<file path="src/rtl/i2s_rx_10xe_deser_pkg.sv">
// i2s_rx_10xe_deser_pkg: shared widths, FIFO depth, RX FSM states and channel ids for the I2S RX deserializer
package i2s_rx_10xe_deser_pkg;
  localparam int AXI_STREAM_DATA_WIDTH = 32;
  localparam int AXI_STREAM_TID_WIDTH = 3;
  localparam int SAMPLE_WIDTH = 24;
  localparam int RX_FIFO_DEPTH = 4;
  typedef logic [AXI_STREAM_DATA_WIDTH-1:0] axi_stream_data;
  typedef logic [AXI_STREAM_TID_WIDTH-1:0] axi_stream_tid;
  typedef enum logic [1:0] {IDLE, ARM, SHIFT, WAIT_LR} i2s_rx_state_e;
  localparam axi_stream_tid CH_LEFT = 3'd0;
  localparam axi_stream_tid CH_RIGHT = 3'd1;
endpackage

</file>
<file path="src/rtl/i2s_rx_10xe_deser_if.sv">
// i2s_rx_10xe_deser_if: AXI-Stream sample bus (tdata, tid, tvalid, tready); master drives data, slave drives tready
interface i2s_rx_10xe_deser_if;
  import i2s_rx_10xe_deser_pkg::*;
  axi_stream_data tdata;
  axi_stream_tid tid;
  logic tvalid;
  logic tready;
  modport master (output tdata, tid, tvalid, input tready);
  modport slave (input tdata, tid, tvalid, output tready);
endinterface

</file>
<file path="src/rtl/i2s_rx_10xe_deser_fifo.sv">
// i2s_rx_10xe_deser_fifo: synchronous FIFO with full/empty flags; a push is accepted when full if a pop happens on the same cycle
//   aud_mclk/aud_mrst clock and async reset; push/din write side; pop/dout read side (dout shows the head entry)
module i2s_rx_10xe_deser_fifo #(
  parameter int W = 35,
  parameter int DEPTH = 4
) (
  input  logic         aud_mclk,
  input  logic         aud_mrst,
  input  logic         push,
  input  logic [W-1:0] din,
  input  logic         pop,
  output logic [W-1:0] dout,
  output logic         full,
  output logic         empty
);
  localparam int AW = $clog2(DEPTH);
  logic [W-1:0] mem [DEPTH];
  logic [AW-1:0] wp, rp;
  logic [AW:0] cnt;
  logic wr, rd;
  assign rd = pop & ~empty;
  assign wr = push & (~full | rd);
  assign full = cnt == (AW+1)'(DEPTH);
  assign empty = cnt == '0;
  assign dout = mem[rp];
  always_ff @(posedge aud_mclk or posedge aud_mrst)
    if (aud_mrst) begin
      wp <= '0;
      rp <= '0;
      cnt <= '0;
      for (int i = 0; i < DEPTH; i++) mem[i] <= '0;
    end else begin
      if (wr) begin
        mem[wp] <= din;
        wp <= wp + AW'(1);
      end
      if (rd) rp <= rp + AW'(1);
      cnt <= cnt + (AW+1)'(wr) - (AW+1)'(rd);
    end
endmodule

</file>
<file path="src/rtl/i2s_rx_10xe_deser.sv">
// i2s_rx_10xe_deser: oversampling I2S receiver that packs left/right samples into AXI-Stream words through a small FIFO
//   aud_mclk/aud_mrst: sole clock, async active-high reset; rx_en: capture enable
//   sclk_in/lrclk_in/sdata_in: asynchronous I2S bus; m_axis: tdata = sample in [SAMPLE_WIDTH+3:4], tid = channel
//   ovf_flag/ovf_clr: sticky overflow and its clear; short_frame: one-cycle pulse per truncated word
//   I2S_RX_OVF_CNT_EN adds ovf_count, a saturating count of dropped words
module i2s_rx_10xe_deser #(
  parameter int SAMPLE_WIDTH = i2s_rx_10xe_deser_pkg::SAMPLE_WIDTH,
  parameter int FIFO_DEPTH = i2s_rx_10xe_deser_pkg::RX_FIFO_DEPTH
) (
  input  logic aud_mclk,
  input  logic aud_mrst,
  input  logic rx_en,
  input  logic sclk_in,
  input  logic lrclk_in,
  input  logic sdata_in,
  i2s_rx_10xe_deser_if.master m_axis,
  output logic ovf_flag,
  input  logic ovf_clr,
  output logic short_frame
`ifdef I2S_RX_OVF_CNT_EN
  , output logic [7:0] ovf_count
`endif
);
  import i2s_rx_10xe_deser_pkg::*;
  localparam int CW = $clog2(SAMPLE_WIDTH + 1);
  localparam int FW = AXI_STREAM_TID_WIDTH + AXI_STREAM_DATA_WIDTH;
  i2s_rx_state_e state, state_n;
  logic [1:0] sclk_s, lr_s, sd_s;
  logic sclk_q, lr_prev, lr_init, rise, lr_change, emit, short_n, push, full, empty, pop, drop;
  logic [SAMPLE_WIDTH-1:0] shreg, aligned;
  logic [CW-1:0] cnt;
  axi_stream_tid ch;
  logic [FW-1:0] word, dout;
  // lr_init keeps the first sclk rise after reset from being mistaken for a word boundary
  assign rise = sclk_s[1] & ~sclk_q;
  assign lr_change = rise & lr_init & (lr_s[1] != lr_prev);
  // a truncated word keeps its captured bits MSB-aligned with zeros below
  assign aligned = shreg << (CW'(SAMPLE_WIDTH) - cnt);
  always_ff @(posedge aud_mclk or posedge aud_mrst)
    if (aud_mrst) state <= IDLE;
    else state <= state_n;
  always_comb begin
    state_n = state;
    emit = 1'b0;
    short_n = 1'b0;
    if (!rx_en) state_n = IDLE;
    else if (rise)
      unique case (state)
        IDLE: state_n = lr_change ? ARM : IDLE;
        ARM: state_n = SHIFT;
        SHIFT: begin
          emit = lr_change;
          short_n = lr_change;
          state_n = lr_change ? ARM : cnt == CW'(SAMPLE_WIDTH - 1) ? WAIT_LR : SHIFT;
        end
        WAIT_LR: begin
          emit = lr_change;
          state_n = lr_change ? ARM : WAIT_LR;
        end
      endcase
  end
  always_ff @(posedge aud_mclk or posedge aud_mrst)
    if (aud_mrst) begin
      sclk_s <= '0;
      lr_s <= '0;
      sd_s <= '0;
      sclk_q <= 1'b0;
      lr_prev <= 1'b0;
      lr_init <= 1'b0;
      shreg <= '0;
      cnt <= '0;
      ch <= CH_LEFT;
      push <= 1'b0;
      word <= '0;
      short_frame <= 1'b0;
    end else begin
      sclk_s <= {sclk_s[0], sclk_in};
      lr_s <= {lr_s[0], lrclk_in};
      sd_s <= {sd_s[0], sdata_in};
      sclk_q <= sclk_s[1];
      push <= emit;
      short_frame <= short_n;
      if (rise) begin
        lr_prev <= lr_s[1];
        lr_init <= 1'b1;
      end
      if (lr_change) ch <= lr_s[1] ? CH_RIGHT : CH_LEFT;
      if (emit) word <= {ch, AXI_STREAM_DATA_WIDTH'({aligned, 4'b0})};
      if (rise && state == ARM) begin
        shreg <= SAMPLE_WIDTH'(sd_s[1]);
        cnt <= CW'(1);
      end else if (rise && state == SHIFT && !lr_change) begin
        shreg <= {shreg[SAMPLE_WIDTH-2:0], sd_s[1]};
        cnt <= cnt + CW'(1);
      end
    end
  assign pop = m_axis.tvalid & m_axis.tready;
  assign drop = push & full & ~pop;
  assign m_axis.tvalid = ~empty;
  assign {m_axis.tid, m_axis.tdata} = dout;
  i2s_rx_10xe_deser_fifo #(.W(FW), .DEPTH(FIFO_DEPTH)) u_fifo (
    .aud_mclk(aud_mclk),
    .aud_mrst(aud_mrst),
    .push(push),
    .din(word),
    .pop(pop),
    .dout(dout),
    .full(full),
    .empty(empty)
  );
  // a drop sets the flag even when a clear arrives on the same cycle
  always_ff @(posedge aud_mclk or posedge aud_mrst)
    if (aud_mrst) ovf_flag <= 1'b0;
    else ovf_flag <= drop | (ovf_flag & ~ovf_clr);
`ifdef I2S_RX_OVF_CNT_EN
  always_ff @(posedge aud_mclk or posedge aud_mrst)
    if (aud_mrst) ovf_count <= '0;
    else ovf_count <= ovf_clr ? 8'(drop) : (drop && ovf_count != 8'hFF) ? ovf_count + 8'd1 : ovf_count;
`endif
endmodule

</file>
<file path="src/flat_wrapper.sv">
// flat-port wrapper written by rule: the top's interface ports become plain ports
module i2s_rx_10xe_deser_flat import i2s_rx_10xe_deser_pkg::*;
#(
  parameter int SAMPLE_WIDTH = i2s_rx_10xe_deser_pkg::SAMPLE_WIDTH,
  parameter int FIFO_DEPTH = i2s_rx_10xe_deser_pkg::RX_FIFO_DEPTH
)
  (aud_mclk, aud_mrst, rx_en, sclk_in, lrclk_in, sdata_in, ovf_flag, ovf_clr, short_frame, m_axis_tdata, m_axis_tid, m_axis_tvalid, m_axis_tready);
  i2s_rx_10xe_deser_if m_axis_i ();
  input  logic aud_mclk;
  input  logic aud_mrst;
  input  logic rx_en;
  input  logic sclk_in;
  input  logic lrclk_in;
  input  logic sdata_in;
  output logic ovf_flag;
  input  logic ovf_clr;
  output logic short_frame;
  output wire logic [$bits(m_axis_i.tdata)-1:0] m_axis_tdata;
  output wire logic [$bits(m_axis_i.tid)-1:0] m_axis_tid;
  output wire logic [$bits(m_axis_i.tvalid)-1:0] m_axis_tvalid;
  input wire logic [$bits(m_axis_i.tready)-1:0] m_axis_tready;
  assign m_axis_tdata = m_axis_i.tdata;
  assign m_axis_tid = m_axis_i.tid;
  assign m_axis_tvalid = m_axis_i.tvalid;
  assign m_axis_i.tready = m_axis_tready;
  i2s_rx_10xe_deser #(.SAMPLE_WIDTH(SAMPLE_WIDTH), .FIFO_DEPTH(FIFO_DEPTH)) u_core (.aud_mclk(aud_mclk), .aud_mrst(aud_mrst), .rx_en(rx_en), .sclk_in(sclk_in), .lrclk_in(lrclk_in), .sdata_in(sdata_in), .m_axis(m_axis_i), .ovf_flag(ovf_flag), .ovf_clr(ovf_clr), .short_frame(short_frame));
endmodule
</file>
<file path="config.mk">
export PLATFORM = sky130hd
export DESIGN_NAME = i2s_rx_10xe_deser_flat
export DESIGN_NICKNAME = d
export VERILOG_FILES = /design/src/rtl/i2s_rx_10xe_deser_pkg.sv /design/src/rtl/i2s_rx_10xe_deser_if.sv /design/src/rtl/i2s_rx_10xe_deser_fifo.sv /design/src/rtl/i2s_rx_10xe_deser.sv /design/src/flat_wrapper.sv
export SDC_FILE = /design/constraint.sdc
export NUM_CORES = 1
export LEC_CHECK = 0
export CORE_MARGIN = 1
export CORE_UTILIZATION = 25
export DETAILED_ROUTE_END_ITERATION = 8
export GPL_TIMING_DRIVEN = 0
export PLACE_DENSITY = 0.48
export SLEW_MARGIN = 20
export SYNTH_ARGS = -nofsm -noshare
export SYNTH_HDL_FRONTEND = slang
export SYNTH_SLANG_ARGS = --single-unit
</file>
<file path="constraint.sdc">
create_clock -name aud_mclk -period 9 [get_ports aud_mclk]
set_input_delay 0.9 -clock aud_mclk [delete_from_list [all_inputs] [get_ports aud_mclk]]
set_output_delay 0.9 -clock aud_mclk [all_outputs]
set_load 0.05 [all_outputs]
</file>
==> key figures <==
CTS
  • CTS tree: yes
  • Clock latency on the worst-skew pair: 440 ps
  • Clock sink count: 176
  • Inserted Clock Buffers: 17
  • Buffer count from post-CTS setup fixing: 0
  • Clk root buf: clkbuf_16
  • Clock-pin slew on the worst setup and hold paths: 70 ps
  • CTS resizes: 0
  • Level count of the clock H-tree: 4
  • Cts hold-fix bufs: 0
  • Worst-case clock buffer depth: 2

Die
  • Die span in y: 188.4 um
  • Die ar.: 35,510 um2
  • I/O pin cnt: 46
  • Core area: 33,870 um2
  • Initial Util: 25.66%
  • Chip width: 188.4 um
  • Row count: 67

Timing
  • RSZ-0062 raised after global routing: no
  • Slew Limit Fails: 0
  • Tcrit/Tclk final: 44.19%
  • Max frequency: 251.4 MHz
  • Worst-Margin Slew: 981.9 ps
  • Setup-failing EPs final: 0
  • Final hold violation count: 0
  • TNS Setup: 0 ps
  • Clk_skew: 11.29 ps
  • Period minus WS final: 3977 ps
  • Relative slew slack: 34.07%

Worst hold path
  • Worst Hold Launch: u_core.sclk_s[0]
  • Worst Hold Depth: 0
  • Hold Crit Class: register to register
  • Hold endpoint: u_core.sclk_s[1]

Placement
  • Number of port buffers: 35
  • DP HPWL: 14,380 um
  • Routability cong.: 0.9094

Routing
  • Met2 WL: 9390 um
  • Routed wire length: 20,630 um
  • First drt pass iteration count: 5
  • DR WL/cell: 16.87 um
  • Starting DRT DRC Count: 351
  • Uppermost layer routed: met4
  • Number of remaining DRC errors: 0
  • Vias: 5,681
  • Wire length on met3: 678 um
  • Vias per cell: 4.645
  • Wl on met1: 10,220 um
  • Post-route antenna net violation count: 0

Pwr
  • Comb pwr share: 21.5%
  • Worst-case vdd ir drop: 0.0001221 V
  • PwrDens: 194.3 nW/um2
  • Clock share of power: 37.2%
  • Switching Fraction: 32.26%
  • Power, Total: 1994 uW
  • Internal power: 1351 uW
  • Psw: 643.2 uW
  • Sequential Power Share: 41.3%
  • Static leakage: 0.004616 uW

Layout
  • Share of cells above drive strength 1: 28.00%
  • Most common cell after layout, fill and taps aside: dfrtp_1
  • Nets: 779
  • Fillers: 3,503
  • Antenna diodes: 0
  • Layout area overhead: 18.07%
  • Commonest non-fill, non-tap cells in the layout: 176 x dfrtp_1, 112 x mux2_2, 87 x nand2_1

Synthesis
  • Area share of the largest cell type after synthesis: 50.68%
  • Mapped cell area: 8690 um2
  • Xor-xnor portion of the synthesized cell area: 1.598%
  • Mux contribution to synthesized area: 26.41%
  • Post-synth EDFFs: 0
  • Synth Area in Compound Gates: 8.164%
  • Synthesized-area fraction occupied by adder cells: 1.382%
  • Register area share after synthesis: 50.68%
  • Synth Area in Simple Gates: 7.819%
  • Ys async rst share: 100.0%
  • Main flop type after synthesis: dfrtp_1
  • Synth Instances: 698
  • Area contributors post-synth: dfrtp_1 51%, mux2_2 15%, mux4_2 8.6%, nand2_1 3.8%, mux2i_1 3.0%
  • Synth area leader: dfrtp_1
  • Largest family of logic cells by synthesized area: multiplexers
  • Syn_area_per_cell: 12.45 um2
  • Syn. warnings: 0
  • Synth cell types: 61
  • Synthesized flop and latch total: 176

Critical path
  • RR Startpoint: u_core.cnt[0]
  • Worst endpoint required time: 8100 ps
  • Crit path kind: register to output pin
  • Cells on worst reg2reg path: 10
  • R2R Path End: u_core.word[25]
  • Crit-path max FO: 10
  • CP endpoint kind: output pin
  • Arr. time, crit path: 3080 ps
  • R2R setup slack: 5560 ps
  • Crit start category: register

Global route
  • GRT Overall Usage: 12.21%
  • Vias in the first global route: 5,697
  • Aggregate global routing overflow: 0
  • Initial antenna violation count: 0
  • Largest net degree at the start of global routing: 90
  • First-pass GRT wire length: 33,300 um

Run status
  • Outcome: completed

Job
  • Max_cap viols: 0
==> Yosys cell counts, types with 4 or more instances <==
master    count
and2_1        4
nand2_1      87
buf_4        10
mux2i_1      26
xor2_1        5
mux2_2      112
o21ai_0      17
nand3_1       4
inv_1        13
mux4_2       33
dfrtp_1     176
nor2b_1       7
clkbuf_1     17
nor3_1        4
o31ai_1       4
nor2_1       21
ha_1          8
a21oi_1      38
a31oi_1       9
xnor2_1       9
buf_2        16
buf_6         5
a22o_1       11
==> final cells by class <==
type | count | area, um2 | share of cell area, %
Buffer | 51 | 286.5 | 2.793
Clock buffer | 18 | 429.2 | 4.183
Clock inverter | 14 | 161.4 | 1.573
Inverter | 14 | 60.06 | 0.5854
Multi-Input combinational cell | 466 | 3980 | 38.79
Sequential cell | 176 | 4404 | 42.93
Tap cell | 448 | 560.5 | 5.463
Timing Repair Buffer | 36 | 377.9 | 3.683
==> stage by stage <==
| step | util, % | setup WS, ps | cell area, um2 | instances | hold slack, ps |
|---|---|---|---|---|---|
| finish | 30.29 | 5023 | 10260 | 1223 | 350.9 |
| CTS | 30.29 | 4923 | 10260 | 1223 | 351.8 |
| global route | 30.29 | 4826 | 10260 | 1223 | 353.5 |
| detailed placement | 28.55 | 5417 | 9669 | 1191 | 335.5 |
| floorplan | - | 3326 | 8723 | 707 | 331.2 |
| global placement | 28.45 | 577.4 | 9634 | 1190 | 333.2 |
==> registers in the layout (all words and copies together), names as in the netlist, 3 cells and up <==
signal             flops
u_core.cnt             5
u_core.shreg          24
u_core.u_fifo.cnt      3
u_core.u_fifo.mem    100
u_core.word           25
==> worst max-delay path, stage by stage, from the launching register on <==
cell             delay, ps
dfrtp_1                320
clkbuf_1               510
clkbuf_1               610
mux4_2                 370
clkdlybuf4s50_1        810
==> power by group through the flow <==
stage                     sequential [uW]  clock, uW  combinational [uW]
after floorplan                       836          0                 330
after global placement                839          0                 431
after detailed placement              839          0                 433
after CTS                             824        768                 435
after global routing                  826        800                 469
final                                 824        741                 429
==> kinds of logic after synthesis <==
logic type               count (synthesis)
flip-flops                             176
multiplexers                           173
AND/OR/NAND/NOR                        150
AO/OA/AOI/OAI                          109
buffers and inverters                   65
XOR/XNOR                                15
adder cells (fa/ha/maj)                  9
other                                    1
==> per-layer routing <==
layer	global-route usage [%]	vias to the layer above
li1	-	2650
met4	4.311	0
met2	18.56	110
met5	0	-
met3	2.459	21
met1	17.19	2900
==> worst max-delay path by stage <==
stage / end / startpoint / slack [ps]
global placement: u_core.u_fifo.mem[118] / aud_mrst / 580
finish: m_axis_tdata[19] / u_core.u_fifo.rp[0] / 5020
global route: m_axis_tdata[18] / u_core.u_fifo.rp[0] / 4830
floorplan: u_core.ch[0] / aud_mrst / 3330
CTS: m_axis_tdata[27] / u_core.u_fifo.rp[1] / 4920
detailed placement: m_axis_tdata[27] / u_core.u_fifo.rp[1] / 5420
No activity file was read; power rests on OpenSTA's default activity.
